`src/rtl/usb_cdc_cmd_decoder.sv`:
```
// Bulk OUT command decoder: S/C/T<digit> drive gpio_o bits, R reads gpio_o back as two hex chars.
// Optional USB_CMD_ECHO_EN: every accepted non-ignored byte is echoed before its reply.
module usb_cdc_cmd_decoder #(
  parameter logic [7:0] RST_VAL = 8'h00
) (
  input  logic       clk,
  input  logic       rst_n,
  input  logic [7:0] out_data_i,
  input  logic       out_valid_i,
  output logic       out_ready_o,
  output logic [7:0] in_data_o,
  output logic       in_valid_o,
  input  logic       in_ready_i,
  output logic [7:0] gpio_o
);

  localparam logic [2:0] IDLE    = 3'd0;
  localparam logic [2:0] ARG     = 3'd1;
  localparam logic [2:0] RESP    = 3'd2;
  localparam logic [2:0] RHEX_HI = 3'd3;
  localparam logic [2:0] RHEX_LO = 3'd4;
`ifdef USB_CMD_ECHO_EN
  localparam logic [2:0] ECHO    = 3'd5;
`endif

  localparam logic [1:0] OP_SET = 2'd0;
  localparam logic [1:0] OP_CLR = 2'd1;
  localparam logic [1:0] OP_TGL = 2'd2;

  logic [2:0] state, nxt_state;
  logic [1:0] op, nxt_op;
  logic [7:0] snap, nxt_snap, nxt_gpio, nxt_reply;
  logic       out_fire, in_fire, reply_now;

`ifdef USB_CMD_ECHO_EN
  logic [2:0] pend_state;
  logic [7:0] pend_reply;
  logic       pend_valid;
  logic       ignored;
  assign ignored = (state == IDLE) &&
                   (out_data_i == 8'h0D || out_data_i == 8'h0A || out_data_i == 8'h20);
`endif

  function automatic logic [7:0] hex_char(input logic [3:0] n);
    return (n < 4'd10) ? 8'h30 + {4'h0, n} : 8'h37 + {4'h0, n};
  endfunction

  assign out_ready_o = rst_n && (state == IDLE || state == ARG);
  assign out_fire    = out_valid_i && out_ready_o;
  assign in_fire     = in_valid_o && in_ready_i;
  assign reply_now   = (nxt_state == RESP) || (nxt_state == RHEX_HI);

  always_comb begin
    nxt_state = state;
    nxt_op    = op;
    nxt_snap  = snap;
    nxt_gpio  = gpio_o;
    nxt_reply = '0;
    case (state)
      IDLE: begin
        case (out_data_i)
          8'h53: begin nxt_op = OP_SET; nxt_state = ARG; end
          8'h43: begin nxt_op = OP_CLR; nxt_state = ARG; end
          8'h54: begin nxt_op = OP_TGL; nxt_state = ARG; end
          8'h52: begin
            nxt_snap  = gpio_o;
            nxt_reply = hex_char(gpio_o[7:4]);
            nxt_state = RHEX_HI;
          end
          8'h0D, 8'h0A, 8'h20: ;
          default: begin nxt_reply = 8'h3F; nxt_state = RESP; end
        endcase
      end
      ARG: begin
        nxt_state = RESP;
        // '0'..'7' are exactly the bytes 0011_0xxx
        if (out_data_i[7:3] == 5'b00110) begin
          nxt_reply = 8'h4B;
          case (op)
            OP_SET:  nxt_gpio[out_data_i[2:0]] = 1'b1;
            OP_CLR:  nxt_gpio[out_data_i[2:0]] = 1'b0;
            default: nxt_gpio[out_data_i[2:0]] = ~gpio_o[out_data_i[2:0]];
          endcase
        end else begin
          nxt_reply = 8'h3F;
        end
      end
      default: ;
    endcase
  end

  always_ff @(posedge clk or negedge rst_n) begin
    if (!rst_n) begin
      state      <= IDLE;
      op         <= OP_SET;
      snap       <= '0;
      gpio_o     <= RST_VAL;
      in_valid_o <= 1'b0;
      in_data_o  <= '0;
`ifdef USB_CMD_ECHO_EN
      pend_state <= IDLE;
      pend_reply <= '0;
      pend_valid <= 1'b0;
`endif
    end else if (out_fire) begin
      gpio_o <= nxt_gpio;
      op     <= nxt_op;
      snap   <= nxt_snap;
`ifdef USB_CMD_ECHO_EN
      // Park the decoded transition until the echo byte is retired.
      if (!ignored) begin
        state      <= ECHO;
        pend_state <= nxt_state;
        pend_reply <= nxt_reply;
        pend_valid <= reply_now;
        in_valid_o <= 1'b1;
        in_data_o  <= out_data_i;
      end
`else
      state      <= nxt_state;
      in_valid_o <= reply_now;
      in_data_o  <= nxt_reply;
`endif
    end else if (in_fire) begin
      case (state)
`ifdef USB_CMD_ECHO_EN
        ECHO: begin
          state      <= pend_state;
          in_valid_o <= pend_valid;
          in_data_o  <= pend_reply;
        end
`endif
        RHEX_HI: begin
          state     <= RHEX_LO;
          in_data_o <= hex_char(snap[3:0]);
        end
        default: begin
          state      <= IDLE;
          in_valid_o <= 1'b0;
          in_data_o  <= '0;
        end
      endcase
    end
  end

endmodule
```
`config.mk`:
```
export PLATFORM = sky130hd
export DESIGN_NAME = usb_cdc_cmd_decoder
export DESIGN_NICKNAME = d
export VERILOG_FILES = /design/src/rtl/usb_cdc_cmd_decoder.sv
export SDC_FILE = /design/constraint.sdc
export NUM_CORES = 1
export LEC_CHECK = 0
export CORE_ASPECT_RATIO = 1.75
export CORE_MARGIN = 8
export CORE_UTILIZATION = 55
export CTS_CLUSTER_SIZE = 24
export DETAILED_ROUTE_END_ITERATION = 12
export PLACE_DENSITY = 0.83
export SLEW_MARGIN = 30
export SYNTH_ARGS = -nofsm -noshare
export SYNTH_HDL_FRONTEND = slang
export SYNTH_SLANG_ARGS = --single-unit
```
`constraint.sdc`:
```
create_clock -name clk -period 3.3 [get_ports clk]
set_input_delay 0.33 -clock clk [delete_from_list [all_inputs] [get_ports clk]]
set_output_delay 0.33 -clock clk [all_outputs]
set_load 0.01 [all_outputs]
```
======== Yosys cells after proc, flatten, opt, wreduce, memory -nomap -nowiden ========
Index checks and enable logic that the tools add are counted.
storage, ports and cells
  register bits ........................... 26
  input bits .............................. 12
  output and inout bits ................... 18
  logic and storage cells ................. 72
operators by class
  add/subtract/negate cells ............... 4
  magnitude comparators ................... 4
  equal/unequal tests ..................... 14
  muxes and demuxes ....................... 23
  bitwise logic cells ..................... 4
  reductions and logical operators ........ 17
operators by type and width
  kind                                                number
  == test 8 x 7 -> 1 bit (second input constant)      4
  adder 6 x 4 -> 7 bit (first input constant)         4
  two-way mux 7 bit                                   4
  one-hot mux 7 bit (2 select lines)                  2
  == test 8 x 4 -> 1 bit (second input constant)      2
  two-way mux 8 bit                                   2
  one-hot mux 8 bit (2 select lines)                  1
  == test 3 x 2 -> 1 bit (second input constant)      3
  two-way mux 3 bit                                   3
  one-hot mux 3 bit (3 select lines)                  1
  AND reduction 3 bit                                 3
  AND 8 bit                                           1
  bitwise mux 8 bit                                   1
  == test 8 x 6 -> 1 bit (second input constant)      1
  less-than comparator 4 bit (second input constant)  2
  NOT 8 bit                                           1
  bitwise OR 8 bit                                    1
  one-hot mux 2 bit (3 select lines)                  1
  one-hot mux 3 bit (2 select lines)                  1
  OR reduction 3 bit                                  2
  OR reduction 6 bit                                  1
  == test 5 x 3 -> 1 bit (second input constant)      1
  two-way mux 1 bit                                   5
  logical AND 1 bit                                   4
  other kinds (14)                                    15

======== Longest topological paths before layout ========
  depth after elaboration ................. 7
  gate-level depth with buffers ........... 7
  mapped depth without buffers ............ 7

======== Worst setup path before layout ========
Ideal clock, no wire load.
  kind .................................... register to register
  from .................................... reg state[1]
  to ...................................... reg with a tool-made name
  library setup time ...................... 125 ps
  data arrival time ....................... 1,886 ps
  required time ........................... 3,175 ps
  path slack .............................. 1,289 ps
  stages on the path, launching flop included .. 8
  path buffers ............................ 2
  period minus slack after synthesis ...... 2,011 ps
  cells stage by stage .................... dfrtp_1 > buf_6 > nor4bb_1 > buf_4 > nand2_4 > or3b_4 > nor3b_2 > mux2_2
RTL lines
  item                    RTL line  RTL
  from (decl)             30        logic [2:0] state, nxt_state;
  from (signal assigned)  120       state <= nxt_state;

======== Worst setup path in the final report ========
  from .................................... in out_data_i[0]
  to ...................................... reg snap[2]
on the way
  word-level cells in the longest chain between the ends .. 2
RTL lines
  item                           RTL line  RTL
  from (decl)                    8         input logic [7:0] out_data_i,
  == test 8 x 7 -> 1 bit         61        case (out_data_i)
  AND reduction 3 bit (no line)  n/a
  to (signal assigned)           108       snap <= nxt_snap;
  to (decl)                      32        logic [7:0] snap, nxt_snap, nxt_gpio, nxt_reply;
No other way between the ends.
A chain may end at the register's enable or synchronous reset.

==> results.yml <==
cells_and_area:
  nFillCells: 229
  layout_commonest_cell: "clkdlybuf4s50_1"
  num_antenna_cells: 0
  mostFrequentLayoutCells: "28 x clkdlybuf4s50_1, 25 x dfrtp_1, 21 x nand2_1"
  seq_area_um2: 626
  fin_nets: 220
  drive_gt1_frac: 0.132
  multi_input_area_um2: 950
  syn2layout_area_growth_pct: 20.3
clock_tree:
  clk_latency_ns: 0.27
  post_cts_buffers: 0
  htree_levels: 1
  clockRootBuffer: "clkbuf_8"
  postCtsHoldBufs: 0
  path_clk_slew_ns: 0.09
  tritoncts: "done"
  cts_made_buffers: 3
  clock-sinks: 25
  cts_resized: 0
  clock_path_buffers: 2
flow_run:
  max_cap_violations: 0
drt:
  drc: 0
  via_per_inst: 6.57
  vias: 1531
  post_drt_wl_per_cell_um: 17.9
  postRouteAntennaNets: 0
  drtIter0Drc: 58
  wirelength_um: 4160
  drtPass1Iterations: 4
critical_path:
  required_ns: 3.46
  timing.rr.start: "state[1]"
  end_kind: "register"
  crit_path_start_kind: "input pin"
  reg2reg_depth: 6
  path_max_fanout: 17
  critPathKind: "in -> reg"
  crit_arrival_ns: 2.65
  worstSetupStartpoint: "out_data_i[0]"
  r2r_setup_slack_ns: 1.12
timing:
  worst-slew-pin-transition_ns: 0.749
  tns_ns: 0
  period_needed_ns: 2.49
  finalSetupViolCount: 0
  hold_violations: 0
  slew_headroom: 0.501
  fmax_mhz: 402
  fin_crit_sh: 0.754
  rsz0062_at_grt: "false"
  drv_slew: 0
  finClkSkew_ns: 0.00134
synth:
  ys_seq_elements: 25
  synth_cell_types: 52
  synth_edf_count: 0
  syn_area_mm2: 0.00165
  synth_area_leaders: "dfrtp_1 38%, mux2_2 7.5%, nand2_1 4.8%"
  ys_seq_area_frac: 0.379
  ys_warn_count: 0
  yosysTopAreaCell: "dfrtp_1"
  syn_area_per_cell_um2: 9.21
  syn_nets: 193
  synth_flop_cell: "dfrtp_1"
  synth_top_area_share: 0.379
  async_reset_ff_frac: 1.00
  syn_inst: 179
power_and_ir_drop:
  power_density_mw_per_mm2: 469
  p_leak_nw: 0.845
  peakVddDrop_mv: 0.280
  power.total_mw: 0.930
global_routing:
  grt_max_degree: 28
  overflow: 0
  grt_usage: 0.170
  first_global_vias: 1583
  antenna_found_initial: 0
  grt_first_pass_wirelength_um: 6980
floorplanning:
  die_h_um: 88.4
  row_count: 26
  die_area_mm2: 0.00508
  core_mm2: 0.00290
  io_pins: 30
  die_w_um: 57.4
  initial_core_util: 0.570
hold_path:
  hold_class: "in -> async"
placement:
  io_buffers: 28
  dp_hpwl_um: 3190
  place_congestion: 0.922
run_status:
  status: "completed"
==> critical path, cell delays in order <==
cell and delay, ns:
clkdlybuf4s50_1 0.72, nor4b_4 0.44, nand4_1 0.34, nor3_2 0.43
mux2_2 0.39
==> worst max-delay path by stage <==
stage	end	slack (ns)	cells after the start
after floorplan	register	1.29	7
after global placement	snap[2]	0.67	5
after detailed placement	snap[2]	0.56	5
after CTS	snap[2]	0.85	5
after global routing	snap[2]	0.69	5
final	snap[2]	0.81	5
==> cells in the mapped netlist (3+ instances only) <==
library cell,count
nor3_1,7
mux2_2,11
a21oi_1,11
inv_1,6
nor2_1,14
nand2_1,21
nand3_1,6
dfrtp_1,25
o21ai_0,13
nor4_1,3
clkbuf_1,4
a211oi_1,3
o211ai_1,4
==> layout make-up <==
| type | count | share of cell area |
|---|---|---|
| multi-input cells | 139 | 0.479 |
| clock buffers | 3 | 0.0208 |
| repair buffers | 31 | 0.153 |
| clock inverters | 1 | 0.00378 |
| flip-flops and latches | 25 | 0.315 |
| well taps | 28 | 0.0177 |
| inverters | 6 | 0.0113 |
==> metrics by stage <==
stage / std cells / setup slack (ns) / instance area (µm²) / hold WS (ns) / util
finish: 233 / 0.811 / 1980 / 0.475 / 0.685
global route: 233 / 0.689 / 1980 / 0.527 / 0.685
CTS: 233 / 0.851 / 1980 / 0.493 / 0.685
detailed placement: 229 / 0.562 / 1940 / 0.481 / 0.669
global placement: 229 / 0.673 / 1940 / 0.477 / 0.669
floorplan: 179 / 1.29 / 1650 / 0.0344 / -
==> power by group <==
group          switching, mW  internal (mW)
clock                  0.101         0.0858
combinational          0.162          0.171
sequential            0.0487          0.362
==> cell families (layout without fill, tap and decap cells) <==
family	after synthesis	in the layout	share of synthesized area
AO/OA/AOI/OAI	44	44	0.163
XOR/XNOR	2	2	0.0106
adder cells (fa/ha/maj)	2	2	0.0152
buffers and inverters	15	41	0.0448
flip-flops	25	25	0.379
multiplexers	15	15	0.115
other	1	1	0.00227
AND/OR/NAND/NOR	75	75	0.270
==> layer usage <==
| metal | wire [µm] | track usage |
|---|---|---|
| met1 | 1600 | 0.175 |
| met2 | 2260 | 0.305 |
| met5 | 0 | 0 |
| met3 | 183 | 0.0320 |
| met4 | 126 | 0.110 |
Note: power is estimated with default switching activity, not from simulation.
